<file path="src/rtl/layer_mem_arbiter.sv">
// Two-master round-robin arbiter for the layer-memory port, with lock bursts capped at MAX_BURST.
// Latency: grant is combinational, the command issues 1 cycle later, and read data returns 2 cycles after the grant. Backpressure: a master holds req until it sees gnt.
// Optional macro LAYER_ARB_SEL_CHECK_EN suppresses commands with an illegal sel and raises the sticky err flag.
module layer_mem_arbiter #(
    parameter int AW        = 12,
    parameter int DW        = 20,
    parameter int MAX_BURST = 8
) (
    input  logic          clk,
    input  logic          reset_n,
    input  logic          m0_req,
    input  logic          m0_we,
    input  logic          m0_lock,
    input  logic [AW-1:0] m0_addr,
    input  logic [DW-1:0] m0_wdata,
    input  logic [2:0]    m0_sel,
    output logic          m0_gnt,
    output logic          m0_rvalid,
    output logic [DW-1:0] m0_rdata,
    input  logic          m1_req,
    input  logic          m1_we,
    input  logic          m1_lock,
    input  logic [AW-1:0] m1_addr,
    input  logic [DW-1:0] m1_wdata,
    input  logic [2:0]    m1_sel,
    output logic          m1_gnt,
    output logic          m1_rvalid,
    output logic [DW-1:0] m1_rdata,
    output logic          crd,
    output logic [AW-1:0] caddr_rd,
    input  logic [DW-1:0] cdata_rd,
    output logic          cwr,
    output logic [AW-1:0] caddr_wr,
    output logic [DW-1:0] cdata_wr,
    output logic [2:0]    csel,
    output logic          err
);

    typedef enum logic [1:0] {IDLE, OWN0, OWN1} state_t;

    localparam logic [3:0] BURST_LIM = 4'(MAX_BURST);

    state_t        state;
    logic          rr_ptr;
    logic [3:0]    burst_cnt;

    logic          own_hold;
    logic          g0;
    logic          g1;
    logic          gnt_any;
    logic          cmd_we;
    logic          cmd_lock;
    logic          cmd_sel_ok;
    logic [AW-1:0] cmd_addr;
    logic [DW-1:0] cmd_wdata;
    logic [2:0]    cmd_sel;
    logic          other_req;
    logic          cont_owner;
    logic [3:0]    next_cnt;
    logic          burst_hit;

    logic          rd_pend;
    logic          rd_id;
    logic          rd_rej;

    // An owner that drops req loses ownership, and the same cycle falls back to round-robin.
    always_comb begin
        own_hold   = (state == OWN0 && m0_req) || (state == OWN1 && m1_req);
        g0         = own_hold ? (state == OWN0) : (m0_req && (!m1_req || !rr_ptr));
        g1         = own_hold ? (state == OWN1) : (m1_req && (!m0_req || rr_ptr));
        gnt_any    = g0 || g1;
        cmd_we     = g1 ? m1_we    : m0_we;
        cmd_lock   = g1 ? m1_lock  : m0_lock;
        cmd_addr   = g1 ? m1_addr  : m0_addr;
        cmd_wdata  = g1 ? m1_wdata : m0_wdata;
        cmd_sel    = g1 ? m1_sel   : m0_sel;
        other_req  = g1 ? m0_req   : m1_req;
        cont_owner = (g0 && state == OWN0) || (g1 && state == OWN1);
        next_cnt   = (cont_owner ? burst_cnt : 4'd0) + {3'd0, other_req};
        burst_hit  = other_req && (next_cnt >= BURST_LIM);
    end

    assign m0_gnt = g0;
    assign m1_gnt = g1;

`ifdef LAYER_ARB_SEL_CHECK_EN
    assign cmd_sel_ok = !(cmd_sel == 3'd0 || cmd_sel == 3'd6 || cmd_sel == 3'd7);

    always_ff @(posedge clk or negedge reset_n) begin
        if (!reset_n)
            err <= 1'b0;
        else if (gnt_any && !cmd_sel_ok)
            err <= 1'b1;
    end
`else
    assign cmd_sel_ok = 1'b1;
    assign err        = 1'b0;
`endif

    always_ff @(posedge clk or negedge reset_n) begin
        if (!reset_n) begin
            state     <= IDLE;
            rr_ptr    <= 1'b0;
            burst_cnt <= 4'd0;
        end else if (gnt_any) begin
            rr_ptr <= g0;
            if (cmd_lock && !burst_hit) begin
                state     <= g1 ? OWN1 : OWN0;
                burst_cnt <= next_cnt;
            end else begin
                state     <= IDLE;
                burst_cnt <= 4'd0;
            end
        end else begin
            state     <= IDLE;
            burst_cnt <= 4'd0;
        end
    end

    always_ff @(posedge clk or negedge reset_n) begin
        if (!reset_n) begin
            crd      <= 1'b0;
            cwr      <= 1'b0;
            caddr_rd <= '0;
            caddr_wr <= '0;
            cdata_wr <= '0;
            csel     <= '0;
            rd_pend  <= 1'b0;
            rd_id    <= 1'b0;
            rd_rej   <= 1'b0;
        end else begin
            crd     <= gnt_any && !cmd_we && cmd_sel_ok;
            cwr     <= gnt_any && cmd_we && cmd_sel_ok;
            rd_pend <= gnt_any && !cmd_we;
            rd_id   <= g1;
            rd_rej  <= !cmd_sel_ok;
            if (gnt_any && cmd_sel_ok) begin
                csel <= cmd_sel;
                if (cmd_we) begin
                    caddr_wr <= cmd_addr;
                    cdata_wr <= cmd_wdata;
                end else begin
                    caddr_rd <= cmd_addr;
                end
            end
        end
    end

    // Read data is captured at the end of the issue cycle and steered back to the issuing master.
    always_ff @(posedge clk or negedge reset_n) begin
        if (!reset_n) begin
            m0_rvalid <= 1'b0;
            m1_rvalid <= 1'b0;
            m0_rdata  <= '0;
            m1_rdata  <= '0;
        end else begin
            m0_rvalid <= rd_pend && !rd_id;
            m1_rvalid <= rd_pend && rd_id;
            if (rd_pend && !rd_id)
                m0_rdata <= rd_rej ? '0 : cdata_rd;
            if (rd_pend && rd_id)
                m1_rdata <= rd_rej ? '0 : cdata_rd;
        end
    end

endmodule

</file>
<file path="config.mk">
export PLATFORM = sky130hd
export DESIGN_NAME = layer_mem_arbiter
export DESIGN_NICKNAME = d
export VERILOG_FILES = /design/src/rtl/layer_mem_arbiter.sv
export SDC_FILE = /design/constraint.sdc
export NUM_CORES = 1
export LEC_CHECK = 0
export CORE_ASPECT_RATIO = 0.8
export CORE_MARGIN = 3
export CORE_UTILIZATION = 63
export DETAILED_ROUTE_END_ITERATION = 16
export DONT_BUFFER_PORTS = 1
export GPL_ROUTABILITY_DRIVEN = 0
export HOLD_SLACK_MARGIN = 0.08
export PLACE_DENSITY_LB_ADDON = 0.12
export SYNTH_ARGS = -nofsm -noshare
export SYNTH_HDL_FRONTEND = slang
export SYNTH_SLANG_ARGS = --single-unit
</file>
<file path="constraint.sdc">
create_clock -name clk -period 2.39 [get_ports clk]
set_clock_uncertainty 0.1 [all_clocks]
set_input_delay 0.478 -clock clk [delete_from_list [all_inputs] [get_ports clk]]
set_output_delay 0.478 -clock clk [all_outputs]
set_load 0.02 [all_outputs]
</file>
[Word-level counts from Yosys, hierarchy flattened]
Index checks and enable logic that the tools add are counted.
Operators by class
  bitwise logic cells: 1
  order comparisons: 1
  equality and inequality tests: 2
  mux-type cells: 14
  reduce and logical (&&, ||, !) cells: 25
  divide/modulo/power cells: 0
  shifts and indexed selects: 0
  add/sub/neg operators: 1
  multiply operators: 0
Operators with widths (number)
  two-way mux 20 bit: 1
  logical AND 1 bit: 12
  two-way mux 12 bit: 1
  two-way mux 4 bit: 3
  zero test 1 bit: 6
  two-way mux 2 bit: 3
  logical OR 1 bit: 5
  two-way mux 1 bit: 5
  adder 4 x 1 -> 4 bit: 1
  greater-or-equal comparator 4 bit, second input constant: 1
  AND reduction 2 bit: 2
  two-way mux 3 bit: 1
  equality test 2 x 1 -> 1 bit, second input constant: 1
  equality test 2 bit, second input constant: 1
  NOT 1 bit: 1
Storage, ports and cells
  latch bits: 0
  input port bits: 98
  memories: 0
  word-level logic and storage cells: 58
  output and inout port bits: 94
  bits in read-only memories: 0
  RAM bits: 0
  register bits: 99

[Logic depth before layout (Yosys ltp)]
  depth in word-level cells: 14
  depth in mapped cells: 9
  mapped depth without buffers: 8

[Worst setup path after synthesis]
Ideal clock, no wire load.
  path type: in2reg
  start point: in m0_req
  end point: reg state[0]
  path slack: 363 ps
  required time: 2170 ps
  stages on the path: 9
  buffers on the path: 1
  arrival: 1808 ps
  library setup time: 120 ps
  cells stage by stage: buf_4 > nand2_1 > o22ai_1 > and2_1 > ha_1 > nand3_1 > xnor2_1 > a31oi_1 > and3_1
Between the ends
  word-level cells in the longest chain between the ends: 14
  elaborated cells on any way between the ends: 23
  classes of those cells: add/sub (1); order compare (1); mux (8); reduce/logical (13)
RTL lines
  start, declared: RTL line 11  | input logic m0_req,
  zero test 1 bit: RTL line 70  | g1 = own_hold ? (state == OWN1) : (m1_req && (!m0_req || rr_ptr));
  logical OR 1 bit: RTL line 70
  logical AND 1 bit: RTL line 70
  two-way mux 1 bit: RTL line 70
  logical AND 1 bit: RTL line 78  | cont_owner = (g0 && state == OWN0) || (g1 && state == OWN1);
  logical OR 1 bit: RTL line 78
  two-way mux 4 bit: RTL line 79  | next_cnt = (cont_owner ? burst_cnt : 4'd0) + {3'd0, other_req};
  adder 4 x 1 -> 4 bit: RTL line 79
  greater-or-equal comparator 4 bit: RTL line 80  | burst_hit = other_req && (next_cnt >= BURST_LIM);
  logical AND 1 bit: RTL line 80
  zero test 1 bit: RTL line 107  | if (cmd_lock && !burst_hit) begin
  logical AND 1 bit: RTL line 107
  two-way mux 2 bit: RTL line 107
  two-way mux 2 bit (*): RTL line 105  | end else if (gnt_any) begin
  end signal, assigned: RTL line 108  | state <= g1 ? OWN1 : OWN0;
  end, declared: RTL line 43  | state_t state;
Every way passes the cells marked *; elsewhere a longest branch is shown, timed or not.
A chain may end at the register's enable or synchronous reset.

[Worst setup path after layout]
  start point: reg state[1]
  end point: out m1_gnt
Between the ends
  word-level cells in the longest chain between the ends: 4
  elaborated cells on any way between the ends: 6
  classes of those cells: eq/ne (2); mux (1); reduce/logical (3)
RTL lines
  equality test 2 x 1 -> 1 bit or equality test 2 bit (tied branches): RTL line 68, 70
  logical AND 1 bit: RTL line 68  | own_hold = (state == OWN0 && m0_req) || (state == OWN1 && m1_req);
  logical OR 1 bit: RTL line 68
  two-way mux 1 bit (*): RTL line 70
  end, declared: RTL line 26  | output logic m1_gnt,
Marks and branches as above.

==> qor.csv <==
metric,value,unit
slew_headroom,20.3,%
wl,10600,um
grt_use_total,26.9,%
rsz0062_at_grt,false,
synth_edf_count,0,
grt_use_met1,33.3,%
synth_nets,486,
clk_path_buf_depth,2,
crit_family,compound AO/OA/AOI/OAI gates,
synth_area,0.00438,mm2
cp-end-kind,output pin,
row_count,26,
antennaDiodeCount,0,
drt_iter0_markers,136,
fp.dieH,80.6,um
vias,3075,
synthTopCellsByArea,"dfrtp_1, mux2_2, nor3_1",
grt_busiest_layer,met2,
slowest_stage,dfrtp_1,
final_max_slew_viol_count,0,
critPathRequiredTime,1810,ps
grtUsageMet3,11.5,%
die_area,0.00800,mm2
cts_sinks,99,
h-tree-depth,3,
grt_pass1_vias,3042,
grt_overflow_total,0,
fin_crit_sh,94.7,%
place_area,0.00447,mm2
drc,0,
area_growth,7.20,%
hp-class,primary input to asynchronous set/reset pin,
postLayoutSetupSlackWorst,126,ps
synth_cells,386,
syn-mean-instance-area,11.3,um2
synth_top_cell_area_share,56.6,%
ios,192,
dr.pass1.iters,4,
netlist-cell-type-count,37,
layout_min_cycle_time,2260,ps
tritoncts,yes,
hpwlAfterDp,7520,um
cap_violations,0,
wire_per_inst,22.4,um
grt_pass1_wl,16600,um
leakagePower,2.10,nW
ys_seq_area_share,56.6,%
cp_cell_sequence,"o21ba_2, o31ai_4, inv_4, buf_4",
grt_start_max_net_pins,100,
start_util,66.7,%
worstSkewPairLatency,360,ps
finalSetupTns,0,ps
path_clk_slew,100,ps
crit_type,flop to output pin,
core,0.00657,mm2
synth_seq_cells,99,
drive_gt1_share,20.6,%
violations,negative hold slack,
fp.dieW,99.2,um
place_ws,292,ps
avgViaCountPerCell,6.50,
power,4.47,mW
final_cell_mix,"dfrtp_1, nor3_1, mux2_2",
grtUsageMet2,43.7,%
ant_nets,0,
critical-path-max-stage-delay,450,ps
yosysTopAreaCell,dfrtp_1,
final_common_cell,dfrtp_1,
worstMarginPinSlew,1180,ps
fin_area,0.00470,mm2
finalNetCount,484,
cp.arrival,1690,ps
holdWs,-302,ps
numCtsBuffers,9,
finalSetupViolCount,0,
yosys_warnings,0,
ys.flop_type,dfrtp_1,
path_max_fanout,18,
status,"finished, violations left",
async_flop_share,100,%
antenna_found_initial,0,
worstSetupStartpointType,flop,
power.density,951,mW/mm2
critical_path_buf_inv_count,2,
max_freq,442,MHz
cts-root-buf,clkbuf_8,
hold_viol,99,
peakVddDrop,0.572,mV
port-buffer-count,0,
==> routing by layer <==
layer  vias to the layer above  share of wire [%]
met5                         -                  0
met4                         0                1.5
met3                        18                 11
met2                       171                 49
met1                      1505                 38
li1                       1381                  -
==> state kept, by name, indices dropped and copies added, names as in the netlist <==
register   flops
cdata_wr      20
m0_rdata      20
m1_rdata      20
caddr_rd      12
caddr_wr      12
burst_cnt      4
csel           3
state          2
cwr            1
m0_rvalid      1
m1_rvalid      1
rd_id          1
rd_pend        1
rr_ptr         1
==> power by group <==
group	leakage [nW]	switching [mW]	internal [mW]	total (mW)
clock	0.111	0.630	0.515	1.15
sequential	1.15	0.703	2.02	2.73
combinational	0.837	0.279	0.315	0.594
==> timing repair <==
item / in CTS / in global routing
endpoints found under the hold margin: 99 / 99
setup buffers: 0 / 1
gates resized for setup: 0 / 2
endpoints found under the setup margin: 0 / 1
==> logic make-up after synthesis <==
group / share of synthesized area (%)
AND/OR/NAND/NOR: 14.2
flip-flops: 56.6
buffers and inverters: 6.40
other: 0.0856
adder cells (fa/ha/maj): 0.571
XOR/XNOR: 0.400
AO/OA/AOI/OAI: 11.3
multiplexers: 10.5
==> path summary, 6_finish.rpt <==
path / start / to / slack [ps] / cells after the start
setup / recovery: state[1] / m1_gnt / 130 / 4
hold / removal: reset_n / m0_rdata[2] / -300 / 0
setup reg to reg: state[1] / state[0] / 240 / 8
hold reg to reg: rr_ptr / rr_ptr / 490 / 2
max in group asynchronous: reset_n / rd_id / 2360 / 0
min in group clk: m0_sel[1] / csel[1] / 120 / 2
==> cells in the mapped netlist (5+ instances only) <==
library cell	instances
buf_4	5
nand2_1	10
dfrtp_1	99
clkbuf_1	12
a211oi_1	32
inv_1	36
mux2_2	41
or4_1	12
buf_2	11
or3_1	12
o211a_1	12
nor3_1	64
==> metrics by stage <==
stage | hold slack, ps | cells | utilization [%]
after floorplan | 82.4 | 386 | -
after global placement | 84.3 | 456 | 68.0
after detailed placement | 83.9 | 456 | 68.0
after CTS | -314 | 472 | 71.3
after global routing | -333 | 473 | 71.5
final | -302 | 473 | 71.5
==> area by class of cell <==
| cell class | instances | area, um2 |
|---|---|---|
| timing repair buffer | 16 | 120 |
| clock inverter | 7 | 95.1 |
| tap | 84 | 105 |
| clock buffer | 9 | 124 |
| multi-input combinational | 221 | 1630 |
| inverter | 37 | 141 |
| fill | 471 | 1880 |
| sequential | 99 | 2480 |
Power figures use the tool's default switching activity.
